--- src/rtl/iomem_mailbox.sv ---
// Memory-mapped TX/RX word mailbox on a picorv32-style iomem bus, with sticky
// error flags and STATUS. Define IOMEM_MAILBOX_IRQ_EN to build IRQ_EN and irq.
module iomem_mailbox #(
  parameter logic [31:0] BASE_ADDR = 32'h0300_0000,
  parameter int          DEPTH     = 8
) (
  input  logic        clk,
  input  logic        reset,
  input  logic        iomem_valid,
  output logic        iomem_ready,
  input  logic [3:0]  iomem_wstrb,
  input  logic [31:0] iomem_addr,
  input  logic [31:0] iomem_wdata,
  output logic [31:0] iomem_rdata,
  output logic        tx_valid,
  input  logic        tx_ready,
  output logic [31:0] tx_data,
  input  logic        rx_valid,
  output logic        rx_ready,
  input  logic [31:0] rx_data,
  output logic        irq
);

  localparam int            AW       = $clog2(DEPTH);
  localparam int            CW       = AW + 1;
  localparam logic [CW-1:0] FULL_CNT = CW'(DEPTH);
  localparam logic [AW-1:0] PTR_ONE  = AW'(1);
  localparam logic [CW-1:0] CNT_ONE  = CW'(1);

  typedef enum logic [0:0] {ST_IDLE = 1'b0, ST_ACK = 1'b1} state_t;

  state_t        r_state;
  logic          r_ready;
  logic [31:0]   r_rdata;
  logic [31:0]   r_tx_mem [DEPTH];
  logic [31:0]   r_rx_mem [DEPTH];
  logic [AW-1:0] r_tx_wptr;
  logic [AW-1:0] r_tx_rptr;
  logic [AW-1:0] r_rx_wptr;
  logic [AW-1:0] r_rx_rptr;
  logic [CW-1:0] r_tx_count;
  logic [CW-1:0] r_rx_count;
  logic          r_ovf;
  logic          r_unf;
  logic          r_irq;

  logic          w_hit;
  logic          w_req;
  logic          w_wr;
  logic [7:0]    w_off;
  logic          w_tx_full;
  logic          w_tx_empty;
  logic          w_rx_full;
  logic          w_rx_empty;
  logic          w_tx_pop;
  logic          w_tx_wr_req;
  logic          w_tx_push;
  logic          w_tx_ovf;
  logic          w_rx_push;
  logic          w_rx_rd_req;
  logic          w_rx_pop;
  logic          w_rx_unf;
  logic          w_st_wr;
  logic [1:0]    w_irq_en;
  logic [31:0]   w_status;
  logic [31:0]   w_rd_val;

  assign w_hit  = iomem_valid && (iomem_addr[31:8] == BASE_ADDR[31:8]);
  assign w_req  = (r_state == ST_IDLE) && w_hit;
  assign w_wr   = (iomem_wstrb != 4'h0);
  assign w_off  = iomem_addr[7:0];

  assign w_tx_full  = (r_tx_count == FULL_CNT);
  assign w_tx_empty = (r_tx_count == {CW{1'b0}});
  assign w_rx_full  = (r_rx_count == FULL_CNT);
  assign w_rx_empty = (r_rx_count == {CW{1'b0}});

  assign tx_valid = !w_tx_empty;
  assign tx_data  = r_tx_mem[r_tx_rptr];
  assign rx_ready = !w_rx_full;

  // A full TX FIFO still takes a CPU word when the stream drains one in the same cycle.
  assign w_tx_pop    = tx_valid && tx_ready;
  assign w_tx_wr_req = w_req && w_wr && (w_off == 8'h00);
  assign w_tx_push   = w_tx_wr_req && (!w_tx_full || w_tx_pop);
  assign w_tx_ovf    = w_tx_wr_req && w_tx_full && !w_tx_pop;

  assign w_rx_push   = rx_valid && rx_ready;
  assign w_rx_rd_req = w_req && !w_wr && (w_off == 8'h04);
  assign w_rx_pop    = w_rx_rd_req && !w_rx_empty;
  assign w_rx_unf    = w_rx_rd_req && w_rx_empty;
  assign w_st_wr     = w_req && w_wr && (w_off == 8'h08);

  assign iomem_ready = r_ready;
  assign iomem_rdata = r_rdata;
  assign irq         = r_irq;

`ifdef IOMEM_MAILBOX_IRQ_EN
  logic [1:0] r_irq_en;

  // Interrupt enable register, byte lane 0 only
  always_ff @(posedge clk or posedge reset) begin
    if (reset) begin
      r_irq_en <= 2'b00;
    end else if (w_req && w_wr && (w_off == 8'h0C) && iomem_wstrb[0]) begin
      r_irq_en <= iomem_wdata[1:0];
    end else begin
      r_irq_en <= r_irq_en;
    end
  end

  assign w_irq_en = r_irq_en;
`else
  assign w_irq_en = 2'b00;
`endif

  // STATUS word assembled from live FIFO state and sticky flags
  always_comb begin
    w_status        = 32'h0000_0000;
    w_status[0]     = w_tx_full;
    w_status[1]     = w_tx_empty;
    w_status[2]     = w_rx_full;
    w_status[3]     = w_rx_empty;
    w_status[4]     = r_ovf;
    w_status[5]     = r_unf;
    w_status[12:8]  = 5'(r_tx_count);
    w_status[20:16] = 5'(r_rx_count);
  end

  // Read-data mux, sampled into r_rdata on the accepting edge
  always_comb begin
    w_rd_val = 32'h0000_0000;
    if (w_wr) begin
      w_rd_val = 32'h0000_0000;
    end else begin
      case (w_off)
        8'h04:   w_rd_val = w_rx_empty ? 32'h0000_0000 : r_rx_mem[r_rx_rptr];
        8'h08:   w_rd_val = w_status;
        8'h0C:   w_rd_val = {30'h0000_0000, w_irq_en};
        default: w_rd_val = 32'h0000_0000;
      endcase
    end
  end

  // Bus handshake FSM: one-cycle ACK per accepted request
  always_ff @(posedge clk or posedge reset) begin
    if (reset) begin
      r_state <= ST_IDLE;
      r_ready <= 1'b0;
      r_rdata <= 32'h0000_0000;
    end else begin
      case (r_state)
        ST_IDLE: begin
          if (w_hit) begin
            r_state <= ST_ACK;
            r_ready <= 1'b1;
            r_rdata <= w_rd_val;
          end else begin
            r_state <= ST_IDLE;
            r_ready <= 1'b0;
            r_rdata <= 32'h0000_0000;
          end
        end
        ST_ACK: begin
          r_state <= ST_IDLE;
          r_ready <= 1'b0;
          r_rdata <= 32'h0000_0000;
        end
        default: begin
          r_state <= ST_IDLE;
          r_ready <= 1'b0;
          r_rdata <= 32'h0000_0000;
        end
      endcase
    end
  end

  // FIFO storage is deliberately left unreset
  always_ff @(posedge clk) begin
    if (w_tx_push) begin
      r_tx_mem[r_tx_wptr] <= iomem_wdata;
    end
    if (w_rx_push) begin
      r_rx_mem[r_rx_wptr] <= rx_data;
    end
  end

  // TX pointers and occupancy
  always_ff @(posedge clk or posedge reset) begin
    if (reset) begin
      r_tx_wptr  <= '0;
      r_tx_rptr  <= '0;
      r_tx_count <= '0;
    end else begin
      if (w_tx_push) r_tx_wptr <= r_tx_wptr + PTR_ONE;
      if (w_tx_pop)  r_tx_rptr <= r_tx_rptr + PTR_ONE;
      case ({w_tx_push, w_tx_pop})
        2'b10:   r_tx_count <= r_tx_count + CNT_ONE;
        2'b01:   r_tx_count <= r_tx_count - CNT_ONE;
        default: r_tx_count <= r_tx_count;
      endcase
    end
  end

  // RX pointers and occupancy; an underflowing read leaves them alone
  always_ff @(posedge clk or posedge reset) begin
    if (reset) begin
      r_rx_wptr  <= '0;
      r_rx_rptr  <= '0;
      r_rx_count <= '0;
    end else begin
      if (w_rx_push) r_rx_wptr <= r_rx_wptr + PTR_ONE;
      if (w_rx_pop)  r_rx_rptr <= r_rx_rptr + PTR_ONE;
      case ({w_rx_push, w_rx_pop})
        2'b10:   r_rx_count <= r_rx_count + CNT_ONE;
        2'b01:   r_rx_count <= r_rx_count - CNT_ONE;
        default: r_rx_count <= r_rx_count;
      endcase
    end
  end

  // Sticky error flags (write-1-to-clear) and registered interrupt
  always_ff @(posedge clk or posedge reset) begin
    if (reset) begin
      r_ovf <= 1'b0;
      r_unf <= 1'b0;
      r_irq <= 1'b0;
    end else begin
      if (w_tx_ovf) begin
        r_ovf <= 1'b1;
      end else if (w_st_wr && iomem_wdata[4]) begin
        r_ovf <= 1'b0;
      end
      if (w_rx_unf) begin
        r_unf <= 1'b1;
      end else if (w_st_wr && iomem_wdata[5]) begin
        r_unf <= 1'b0;
      end
      r_irq <= (w_irq_en[0] && !w_rx_empty) || (w_irq_en[1] && w_tx_empty);
    end
  end

endmodule
--- config.mk ---
export PLATFORM = sky130hd
export DESIGN_NAME = iomem_mailbox
export DESIGN_NICKNAME = d
export VERILOG_FILES = /design/src/rtl/iomem_mailbox.sv
export SDC_FILE = /design/constraint.sdc
export NUM_CORES = 1
export LEC_CHECK = 0
export BUFFER_PORTS_ARGS = -buffer_cell sky130_fd_sc_hd__buf_2
export CAP_MARGIN = 20
export CELL_PAD_IN_SITES_DETAIL_PLACEMENT = 0
export CELL_PAD_IN_SITES_GLOBAL_PLACEMENT = 1
export CORE_ASPECT_RATIO = 1.75
export CORE_MARGIN = 2
export CORE_UTILIZATION = 35
export DETAILED_ROUTE_END_ITERATION = 10
export GPL_TIMING_DRIVEN = 1
export PLACE_DENSITY_LB_ADDON = 0.1
export SLEW_MARGIN = 20
export SYNTH_ARGS = -nofsm -noshare
export SYNTH_HDL_FRONTEND = slang
export SYNTH_SLANG_ARGS = --single-unit
export TNS_END_PERCENT = 1
--- constraint.sdc ---
create_clock -name clk -period 9.2 [get_ports clk]
set_input_delay 1.84 -clock clk [delete_from_list [all_inputs] [get_ports clk]]
set_output_delay 1.84 -clock clk [all_outputs]
set_load 0.02 [all_outputs]
Yosys cells after proc, flatten, opt, wreduce, memory -nomap -nowiden:

Memory sizes are Yosys's and may differ from the RTL's.
Cells that the tools add are included.

* memories kept: 2
* flip-flop bits (word level): 55
* logic and storage cells: 78
* bits of input ports: 105
* bits in writable memories: 512
* output and inout bits: 68

* add/sub/neg operators: 8
* bitwise operators: 1
* multiplexer cells: 17
* reductions and logical operators: 31
* equal/unequal tests: 9

Memory list
* r_rx_mem: depth 8, bits a word 32, rd ports 1, clocked after memory_dff 0, wr ports 1, RTL line 36 `logic [31:0] r_rx_mem [DEPTH];`
* r_tx_mem: depth 8, bits a word 32, rd ports 1, clocked after memory_dff 0, wr ports 1, RTL line 35 `logic [31:0] r_tx_mem [DEPTH];`

Operators by type and width (number)
* $pmux 32 s2: 2
* $mux 32: 3
* $eq 24x18->1 const B: 1
* $logic_and 1x1->1: 16
* $pmux 4 s2: 2
* $add 3x1->3 const B: 4
* $mux 1: 9
* $add 4x1->4 const B: 2
* $eq 4x4->1 const B: 2
* $eq 8x3->1 const B: 1
* $eq 8x4->1 const B: 1
* $logic_not 4->1: 2
* $logic_not 8->1: 1
* $reduce_bool 2->1: 4
* $sub 4x1->4 const B: 2
* $logic_not 1->1: 6
* $eq 2x1->1 const B: 2
* $eq 2x2->1 const B: 2
* $reduce_bool 4->1: 1
* $pmux 1 s2: 1
* $logic_or 1x1->1: 1
* $not 1->1: 1

Logic depth before layout (Yosys ltp):

Gate-level depths: netlist (run 1).

* depth after elaboration: 8
* depth in mapped cells: 13
* depth with buffers taken out: 11

Worst setup path before layout (run 1):

Ideal clock, no wire load.

* kind: input to register
* start: in iomem_addr[1]
* end: mem r_tx_mem[1][0] (enable)
* data required time: 8698 ps
* path buffers: 1
* stages: 5
* slack: 2643 ps
* library setup time: 502 ps
* arrival time: 6055 ps
* cell sequence: or4_4 -> nor4_2 -> nand4bb_1 -> buf_2 -> nor4_1

* word-level cells in the longest chain between the ends: 5

RTL lines
* start: declaration: RTL line 12 `input logic [31:0] iomem_addr,`
* $logic_not 8->1: RTL line 84 `assign w_tx_wr_req = w_req && w_wr && (w_off == 8'h00);`
* $logic_and 1x1->1: RTL line 84
* $logic_and 1x1->1: RTL line 85 `assign w_tx_push = w_tx_wr_req && (!w_tx_full || w_tx_pop);`
* $mux 1: RTL line 180 `if (w_tx_push) begin`
* $mux 1 (not written as such): RTL line 181 `r_tx_mem[r_tx_wptr] <= iomem_wdata;`
* end: declaration: RTL line 35

No other way between the ends.

Final worst setup path (run 1):

* start: reg r_tx_rptr[0]
* end: out tx_data[29]

* word-level cells in the longest chain between the ends: 1

RTL lines
* start: declaration: RTL line 38 `logic [AW-1:0] r_tx_rptr;`
* start signal: assignment: RTL line 196 `if (w_tx_pop) r_tx_rptr <= r_tx_rptr + PTR_ONE;`
* $mem_v2 8x32
* end: declaration: RTL line 17 `output logic [31:0] tx_data,`

No other way between the ends.

==> results of run 1 <==
[placed cells by master (no fill, tap or decap), drive strengths merged, types with 2 or more instances in the layout]
master / netlist / routed
nor2b: 5 / 5
o211ai: 11 / 11
nor4b: 5 / 5
nor3b: 3 / 3
inv: 9 / 12
a21oi: 15 / 15
mux4: 117 / 117
dfrtp: 55 / 55
o22ai: 2 / 2
xor2: 11 / 11
or4: 8 / 8
o21ai: 4 / 4
mux2i: 43 / 43
nand2b: 4 / 4
buf: 26 / 194
nand3b: 2 / 2
nand2: 22 / 22
nand3: 4 / 4
edfxtp: 512 / 512
nor2: 32 / 32
nor4: 12 / 12
nand4: 4 / 4
ha: 10 / 10
xnor2: 7 / 7
a22oi: 11 / 11
clkinv: 0 / 22
and2: 4 / 4
mux2: 37 / 37
nor3: 7 / 7
clkinvlp: 0 / 2
clkbuf: 23 / 68
bufinv: 0 / 2
and3b: 2 / 2
[logic make-up (layout without fill, tap and decap cells)]
family,count (synthesis),in the layout,synth area share [%]
fa+ha+maj,10,10,0.572
xor+xnor,18,18,0.756
mux,197,197,15.9
other cells,1,2,0.0172
buf+inv,58,300,1.16
compound gates,47,47,1.46
simple gates,119,119,3.47
flops,567,567,76.6
[power by group through the flow]
| stage | Sequential, W | Combinational, W | Clock (W) |
|---|---|---|---|
| floorplan | 0.00309 | 0.000421 | 0 |
| global placement | 0.00313 | 0.000621 | 0 |
| detailed placement | 0.00314 | 0.000626 | 0 |
| CTS | 0.00308 | 0.000628 | 0.00212 |
| global route | 0.00309 | 0.000664 | 0.00221 |
| finish | 0.00307 | 0.000602 | 0.00204 |
[how the worst max path moves through the flow]
| stage | from | slack, ns | end |
|---|---|---|---|
| global route | r_tx_rptr[0]$_DFFE_PP0P_ | 3.78 | tx_data[29] |
| CTS | r_tx_rptr[0]$_DFFE_PP0P_ | 3.88 | tx_data[29] |
| detailed placement | iomem_addr[1] | 4.24 | r_tx_count[2]$_DFFE_PP0P_ |
| floorplan | iomem_addr[1] | 2.64 | r_tx_mem[1][0]$_DFFE_PP_ |
| finish | r_tx_rptr[0]$_DFFE_PP0P_ | 4.10 | tx_data[29] |
| global placement | iomem_addr[1] | 4.22 | r_tx_count[2]$_DFFE_PP0P_ |
[layer usage]
metal / share of wire, % / vias to the layer above / wire [um]
met4: 2.1 / 14 / 1030
met3: 5.5 / 80 / 2720
met5: 0.19 / - / 93
li1: - / 4576 / -
met1: 40 / 5387 / 19700
met2: 53 / 244 / 26000
[metrics by stage]
step | worst slack, ns | total power [W] | hold slack, ns | cell area, um^2
5_1_grt | 3.78 | 0.00597 | 0.486 | 25400
6_report | 4.10 | 0.00572 | 0.471 | 25400
3_5_place_dp | 4.24 | 0.00376 | 0.466 | 23800
3_3_place_gp | 4.22 | 0.00375 | 0.460 | 23800
2_1_floorplan | 2.64 | 0.00351 | 0.450 | 21900
4_1_cts | 3.88 | 0.00583 | 0.476 | 25400
[cell usage after synthesis (5+ instances only)]
library cell,instances
or4_1,5
mux2_2,36
nor2_1,32
nor2b_1,5
buf_2,19
mux2i_1,43
nor4_1,7
xor2_1,11
dfrtp_1,55
nor3_1,7
inv_1,9
edfxtp_1,512
xnor2_1,6
clkbuf_1,23
a22oi_1,11
mux4_2,117
nand2_1,22
ha_1,10
o211ai_1,11
a21oi_1,12
[state kept, by name (all words and copies together), names as in the netlist]
register / cells
r_unf: 1
r_tx_count: 4
r_rx_wptr: 3
r_rx_rptr: 3
r_ovf: 1
r_tx_wptr: 3
iomem_rdata: 32
iomem_ready: 1
r_tx_rptr: 3
r_tx_mem: 256
r_rx_mem: 256
r_rx_count: 4
[critical path, cell delays in order, from the launching register on]
cell and delay (ns):
dfrtp_4 0.78, buf_4 0.77, mux4_2 0.60, mux2_2 0.29
buf_2 0.17
[layout make-up]
type,instances,area [um^2]
diodes,1,2.50
clock buffers,68,1380
clock inverters,29,208
fillers,5644,36700
inverters,9,33.8
multi-input cells,392,4960
flip-flops and latches,567,16800
well taps,799,1000
repair buffers,194,1030
==> flow_metrics.py, run 1 <==
metrics = {
    "status": {
        "outcome": "finished, final reports clean",
    },
    "drt": {
        "drt-initial-drc-count": 496,
        "vias": 10300,
        "viasPerCell": 5.00,
        "wl_um": 49600,
        "postRouteAntennaNets": 0,
        "wire_per_inst_um": 24.1,
        "firstDrtPassIters": 4,
        "route.detailed.drc": 0,
    },
    "clocking": {
        "cts.clk_slew.worst_paths_ns": 0.07,
        "postCtsSetupRepairBufs": 0,
        "clk_latency_ns": 0.60,
        "ctsHoldBuffers": 0,
        "cts_tree": "yes",
        "h-tree-depth": 2,
        "cts.sinks": 567,
        "cts_buffers": 52,
        "clockBufferDepth": 3,
        "cts_resized": 0,
        "root_buffer": "clkbuf_16",
    },
    "place": {
        "gp_congestion": 0.678,
        "dp_hpwl_um": 28800,
        "dp_cells": 1961,
        "io_buffer_count": 171,
    },
    "worst_setup_path": {
        "timing.rr.start": "iomem_ready$_DFF_PP0_",
        "worst_r2r_path_depth": 10,
        "timing.rr.end": "r_tx_count[2]$_DFFE_PP0P_",
        "regToRegSetupSlack_ns": 6.00,
        "critPathKind": "flop to primary output",
        "critPathMaxFanout": 40,
        "start_kind": "flop",
        "cp.arrival_ns": 3.26,
        "crit_path_end_kind": "primary output",
        "cp.required_ns": 7.36,
    },
    "yosys": {
        "synth_async_sr_flop_share_pct": 9.70,
        "post-synth-top-area-fraction_pct": 70.3,
        "netlist_top_cells_area": "edfxtp_1 (70%), mux4_2 (12%), dfrtp_1 (6.3%), mux2i_1 (2.0%), mux2_2 (1.9%)",
        "synth_cells": 1017,
        "syn_area_mm2": 0.0219,
        "synth.largest_area_cell": "edfxtp_1",
        "yosysSeqAreaShare_pct": 76.6,
        "synth_cell_types": 51,
        "ys_warn_count": 0,
        "synth-edff-count": 512,
        "synth_seq_cells": 567,
        "syn_nets": 1132,
        "avgSynthCellArea_um2": 21.5,
        "ys.flop_type": "edfxtp_1",
    },
    "floorplanning": {
        "die_area_mm2": 0.0646,
        "ios": 173,
        "die_w_um": 193,
        "die_h_um": 335,
        "coreArea_mm2": 0.0621,
        "start_util_pct": 35.2,
        "rows": 121,
    },
    "grt": {
        "grt_pass1_wl_um": 73700,
        "gr-total-overflow": 0,
        "grtUsageMet1_pct": 18.8,
        "use_met2_pct": 28.2,
        "grt.total_usage_pct": 15.7,
        "met3_usage_pct": 3.57,
        "busiest_layer": "met2",
        "grt_max_degree": 65,
        "grt_pass1_vias": 11400,
        "antenna_found_initial": 8,
    },
    "timing": {
        "fmax_ghz": 0.196,
        "fin_skew_ns": 0.0198,
        "finalCritPeriodShare_pct": 55.5,
        "slew-limit-headroom_pct": 32.6,
        "period_minus_slack_ns": 5.10,
        "worst_slew_pin_slew_ns": 1.01,
        "finalSetupViolations": 0,
        "timing_hold_violations_final": 0,
        "rsz0062_at_grt": "no",
        "slew_violations": 0,
        "tns_ns": 0,
    },
    "min_path": {
        "hold_path.class": "flop to flop",
        "hold_path_depth": 1,
        "hold_end": "r_tx_rptr[2]$_DFFE_PP0P_",
        "hold_start": "r_tx_rptr[2]$_DFFE_PP0P_",
    },
    "power_and_ir_drop": {
        "switching_share_pct": 23.7,
        "intPower_w": 0.00437,
        "max-vdd-ir-drop_uv": 153,
        "clockPowerShare_pct": 35.7,
        "p_switching_w": 0.00135,
        "leakage_nw": 8.25,
        "p_comb_share_pct": 10.5,
        "seqPwrFrac_pct": 53.8,
        "powerDensity_mw_per_mm2": 225,
    },
    "cells_and_area": {
        "fin_cells": 2059,
        "final_layout_size_suffix_gt1_share_pct": 36.6,
        "area_growth_pct": 16.1,
        "fin_util_pct": 40.9,
        "nets": 1331,
    },
    "job": {
        "maxCapViolations": 0,
    },
}
Note: power is estimated with default switching activity, not from simulation.
==> run 2: changes to the inputs <==
clock period = 4.7 ns   (was 9.2 ns; I/O delays follow)
==> flow_metrics.py, run 2 (synthesis results as in run 1) <==
metrics = {
    "timing": {
        "finalCritPeriodShare_pct": 79.9,
        "fin_skew_ns": 0.0209,
        "finalSetupViolations": 0,
        "worst_slew_pin_slew_ns": 0.876,
        "period_minus_slack_ns": 3.76,
        "rsz0062_at_grt": "no",
        "timing_hold_violations_final": 0,
        "tns_ns": 0,
        "fmax_ghz": 0.266,
        "slew_violations": 0,
        "slew-limit-headroom_pct": 41.6,
    },
    "cells_and_area": {
        "final_cell_mix": "edfxtp_1 (512), buf_2 (171), mux4_2 (117), clkbuf_16 (55), dfrtp_1 (50)",
        "final_layout_size_suffix_gt1_share_pct": 37.5,
        "mostFrequentLayoutCell": "edfxtp_1",
        "fin_util_pct": 41.3,
        "area_growth_pct": 17.3,
        "nets": 1339,
    },
    "worst_setup_path": {
        "cp.required_ns": 3.76,
        "timing.rr.start": "iomem_ready$_DFF_PP0_",
        "worst_r2r_path_depth": 11,
        "crit_path_end_kind": "primary output",
        "start_kind": "flop",
        "regToRegSetupSlack_ns": 1.54,
        "cp.arrival_ns": 2.82,
        "critPathMaxFanout": 34,
        "critPathKind": "flop to primary output",
        "timing.rr.end": "r_rx_count[2]$_DFFE_PP0P_",
    },
    "power_and_ir_drop": {
        "max-vdd-ir-drop_uv": 334,
        "powerDensity_mw_per_mm2": 452,
        "leakage_nw": 8.39,
        "totalPowerFinal_w": 0.0116,
    },
    "drt": {
        "vias": 10400,
        "firstDrtPassIters": 6,
        "route.detailed.drc": 0,
        "wire_per_inst_um": 24.6,
        "wl_um": 50900,
        "viasPerCell": 5.02,
        "postRouteAntennaNets": 0,
        "drt-initial-drc-count": 500,
    },
    "status": {
        "outcome": "finished, final reports clean",
    },
    "clocking": {
        "ctsHoldBuffers": 0,
        "postCtsSetupRepairBufs": 0,
        "clockBufferDepth": 3,
        "root_buffer": "clkbuf_16",
        "cts.clk_slew.worst_paths_ns": 0.07,
        "cts_resized": 0,
        "clk_latency_ns": 0.60,
        "cts.sinks": 567,
        "h-tree-depth": 2,
        "cts_tree": "yes",
        "cts_buffers": 53,
    },
    "floorplanning": {
        "die_w_um": 193,
        "coreArea_mm2": 0.0621,
        "ios": 173,
        "start_util_pct": 35.2,
        "rows": 121,
        "die_h_um": 335,
        "die_area_mm2": 0.0646,
    },
    "grt": {
        "grt_max_degree": 51,
        "grt_pass1_vias": 11400,
        "grt.total_usage_pct": 16.1,
        "antenna_found_initial": 3,
        "grt_pass1_wl_um": 75400,
        "gr-total-overflow": 0,
    },
    "place": {
        "gp_congestion": 0.696,
        "dp_hpwl_um": 29900,
        "io_buffer_count": 171,
    },
    "job": {
        "maxCapViolations": 0,
    },
    "min_path": {
        "hold_path.class": "input port to asynchronous set/reset pin",
    },
}
[run 2: changes by cell type in the layout (fill, tap and decap cells not counted), sizes merged]
cell	previous run	this run
clkinv	22	17
clkinvlp	2	1
bufinv	2	5
buf	194	201
clkbuf	68	72
[run 2: final cells by class]
cell class                 instances  area, um^2
antenna                            1        2.50
sequential                       567       16800
clock buffer                      72        1480
inverter                           9        33.8
timing repair buffer             201        1140
clock inverter                    26         265
multi-input combinational        392        4960
fill                            5602       36400
tap                              799        1000
[run 2: critical path, stage by stage (launching register included)]
cell     delay (ns)
dfrtp_4        0.93
buf_12         0.27
mux4_2         0.52
mux2_2         0.31
buf_2          0.17
[run 2: power by group]
part | total, W | switching, W | leakage [nW] | internal (W)
logic | 0.00121 | 0.000670 | 2.17 | 0.000537
clock network | 0.00435 | 0.00186 | 0.859 | 0.00248
registers | 0.00604 | 0.000183 | 5.36 | 0.00586
total | 0.0116 | 0.00272 | 8.39 | 0.00888
[run 2: worst max-delay path by stage]
stage / startpoint / to / slack (ns) / depth (start not counted)
after floorplan: iomem_addr[1] / r_tx_mem[1][0]$_DFFE_PP_ / -0.96 / 5
after global placement: iomem_addr[1] / r_rx_count[2]$_DFFE_PP0P_ / 0.74 / 12
after detailed placement: iomem_addr[1] / r_rx_count[2]$_DFFE_PP0P_ / 0.70 / 12
after CTS: r_tx_rptr[0]$_DFFE_PP0P_ / tx_data[29] / 0.79 / 4
after global routing: r_tx_rptr[0]$_DFFE_PP0P_ / tx_data[22] / 0.76 / 4
final: r_tx_rptr[0]$_DFFE_PP0P_ / tx_data[29] / 0.94 / 4
[run 2: per-stage QoR]
stage | std cells | area (um^2) | setup WS (ns) | hold slack (ns)
finish | 2067 | 25600 | 0.944 | 0.427
detailed placement | 1968 | 23900 | 0.700 | 0.465
global placement | 1968 | 23900 | 0.739 | 0.459
CTS | 2066 | 25600 | 0.785 | 0.418
floorplan | 1017 | 21900 | -0.957 | 0.450
global route | 2066 | 25600 | 0.756 | 0.450
[run 2: per-layer routing]
metal	up-vias	track usage (%)	part of all wire [%]
met1	5458	19.3	40
met5	-	0	0.043
met3	80	3.53	5.2
met2	240	28.9	52
li1	4595	-	-
met4	4	4.46	2.3
==> run 3: changes to the inputs <==
clock period = 3.39 ns   (was 4.7 ns; I/O delays follow)
==> flow_metrics.py, run 3 (synthesis results as in run 1) <==
metrics = {
    "status": {
        "outcome": "finished, final reports clean",
    },
    "grt": {
        "grt.total_usage_pct": 16.0,
        "gr-total-overflow": 0,
        "antenna_found_initial": 5,
        "grt_pass1_wl_um": 75000,
        "grt_pass1_vias": 11300,
        "grt_max_degree": 52,
    },
    "clocking": {
        "root_buffer": "clkbuf_16",
        "clk_latency_ns": 0.60,
        "cts_resized": 0,
        "clockBufferDepth": 3,
        "cts_tree": "yes",
        "ctsHoldBuffers": 0,
        "cts.clk_slew.worst_paths_ns": 0.07,
        "h-tree-depth": 2,
        "cts_buffers": 53,
        "postCtsSetupRepairBufs": 0,
        "cts.sinks": 567,
    },
    "floorplanning": {
        "start_util_pct": 35.2,
        "rows": 121,
        "ios": 173,
        "die_h_um": 335,
        "die_area_mm2": 0.0646,
        "die_w_um": 193,
        "coreArea_mm2": 0.0621,
    },
    "drt": {
        "firstDrtPassIters": 5,
        "drt-initial-drc-count": 549,
        "wire_per_inst_um": 24.3,
        "postRouteAntennaNets": 0,
        "vias": 10500,
        "viasPerCell": 5.04,
        "wl_um": 50600,
        "route.detailed.drc": 0,
    },
    "worst_setup_path": {
        "critPathMaxFanout": 11,
        "worst_r2r_path_depth": 10,
        "start_kind": "flop",
        "timing.rr.start": "r_rx_count[2]$_DFFE_PP0P_",
        "critPathKind": "flop to primary output",
        "cp.arrival_ns": 2.46,
        "crit_path_end_kind": "primary output",
        "timing.rr.end": "r_rx_count[2]$_DFFE_PP0P_",
        "regToRegSetupSlack_ns": 0.59,
        "cp.required_ns": 2.71,
    },
    "cells_and_area": {
        "fin_cells": 2082,
        "multi_input_area_mm2": 0.00502,
        "final_layout_size_suffix_gt1_share_pct": 38.3,
        "final_cell_mix": "edfxtp_1 (512), buf_2 (171), mux4_2 (117), clkbuf_16 (55), dfrtp_1 (49)",
        "nets": 1352,
        "mostFrequentLayoutCell": "edfxtp_1",
        "area_growth_pct": 19.0,
        "nFillCells": 5585,
        "regArea_mm2": 0.0168,
    },
    "place": {
        "dp_cells": 1981,
        "dp_hpwl_um": 30300,
        "io_buffer_count": 171,
        "gp_congestion": 0.684,
        "pre_cts_ws_ns": 0.183,
    },
    "power_and_ir_drop": {
        "powerDensity_mw_per_mm2": 623,
        "max-vdd-ir-drop_uv": 431,
        "leakage_nw": 8.53,
    },
    "min_path": {
        "hold_path.class": "input port to asynchronous set/reset pin",
    },
    "timing": {
        "hold-worst-slack_ns": 0.184,
        "fin_ws_ns": 0.251,
        "timing_hold_violations_final": 0,
        "finalSetupViolations": 0,
        "finalCritPeriodShare_pct": 92.6,
        "worst_slew_pin_slew_ns": 0.754,
        "tns_ns": 0,
        "fmax_ghz": 0.319,
        "slew-limit-headroom_pct": 49.8,
        "rsz0062_at_grt": "no",
        "fin_skew_ns": 0.0173,
        "slew_violations": 0,
        "period_minus_slack_ns": 3.14,
    },
    "job": {
        "maxCapViolations": 0,
    },
}
-- run 3: changes by cell type in the layout (fill, tap and decap cells not counted), moves of 2 or more --
cell	before	now
buf_12	5	19
nor3_2	6	2
nor3_4	0	4
nor4_2	6	2
nor4_4	3	7
clkbuf_8	4	7
clkinvlp_4	1	4
clkbuf_1	13	11
clkinv_2	10	8
-- run 3: how the worst max path moves through the flow --
stage          slack, ns                     start                        end
3_3_place_gp        0.16            iomem_addr[27]  r_rx_count[2]$_DFFE_PP0P_
3_5_place_dp        0.18            iomem_addr[27]  r_rx_count[2]$_DFFE_PP0P_
2_1_floorplan      -0.68             iomem_addr[1]   r_tx_mem[1][0]$_DFFE_PP_
6_report            0.25  r_tx_rptr[0]$_DFFE_PP0P_                tx_data[27]
4_1_cts             0.16  r_tx_rptr[0]$_DFFE_PP0P_                tx_data[27]
5_1_grt             0.13  r_tx_rptr[0]$_DFFE_PP0P_                tx_data[26]
-- run 3: critical path, stage by stage (launching register included) --
cell	delay [ns]
dfrtp_4	0.58
buf_4	0.28
mux4_2	0.53
mux2_2	0.30
buf_2	0.17
-- run 3: stage by stage --
stage | cell area [um^2] | total power (W) | util, %
detailed placement | 24200 | 0.0103 | 39.0
global placement | 24200 | 0.0103 | 39.0
global route | 26000 | 0.0168 | 41.9
floorplan | 21900 | 0.00952 | -
finish | 26000 | 0.0162 | 41.9
CTS | 26000 | 0.0165 | 41.9
-- run 3: power breakdown --
part           switching, W  leakage, nW  total, W  internal [W]
clock               0.00258        0.864   0.00609       0.00350
combinational       0.00104         2.31   0.00182      0.000784
sequential         0.000168         5.36   0.00829       0.00812
-- run 3: metal layers --
layer  track usage [%]  share of wire, %
met1              19.3                40
met2              28.9                53
met3              3.29               5.0
met4              3.88               1.7
met5                 0             0.077
-- run 3: cell type report --
cell class,count,area share (%)
diodes,2,0.0192
clock buffers,73,5.82
clock inverters,26,1.01
inverters,9,0.130
multi-input cells,392,19.3
flip-flops and latches,567,64.4
well taps,799,3.84
repair buffers,214,5.44
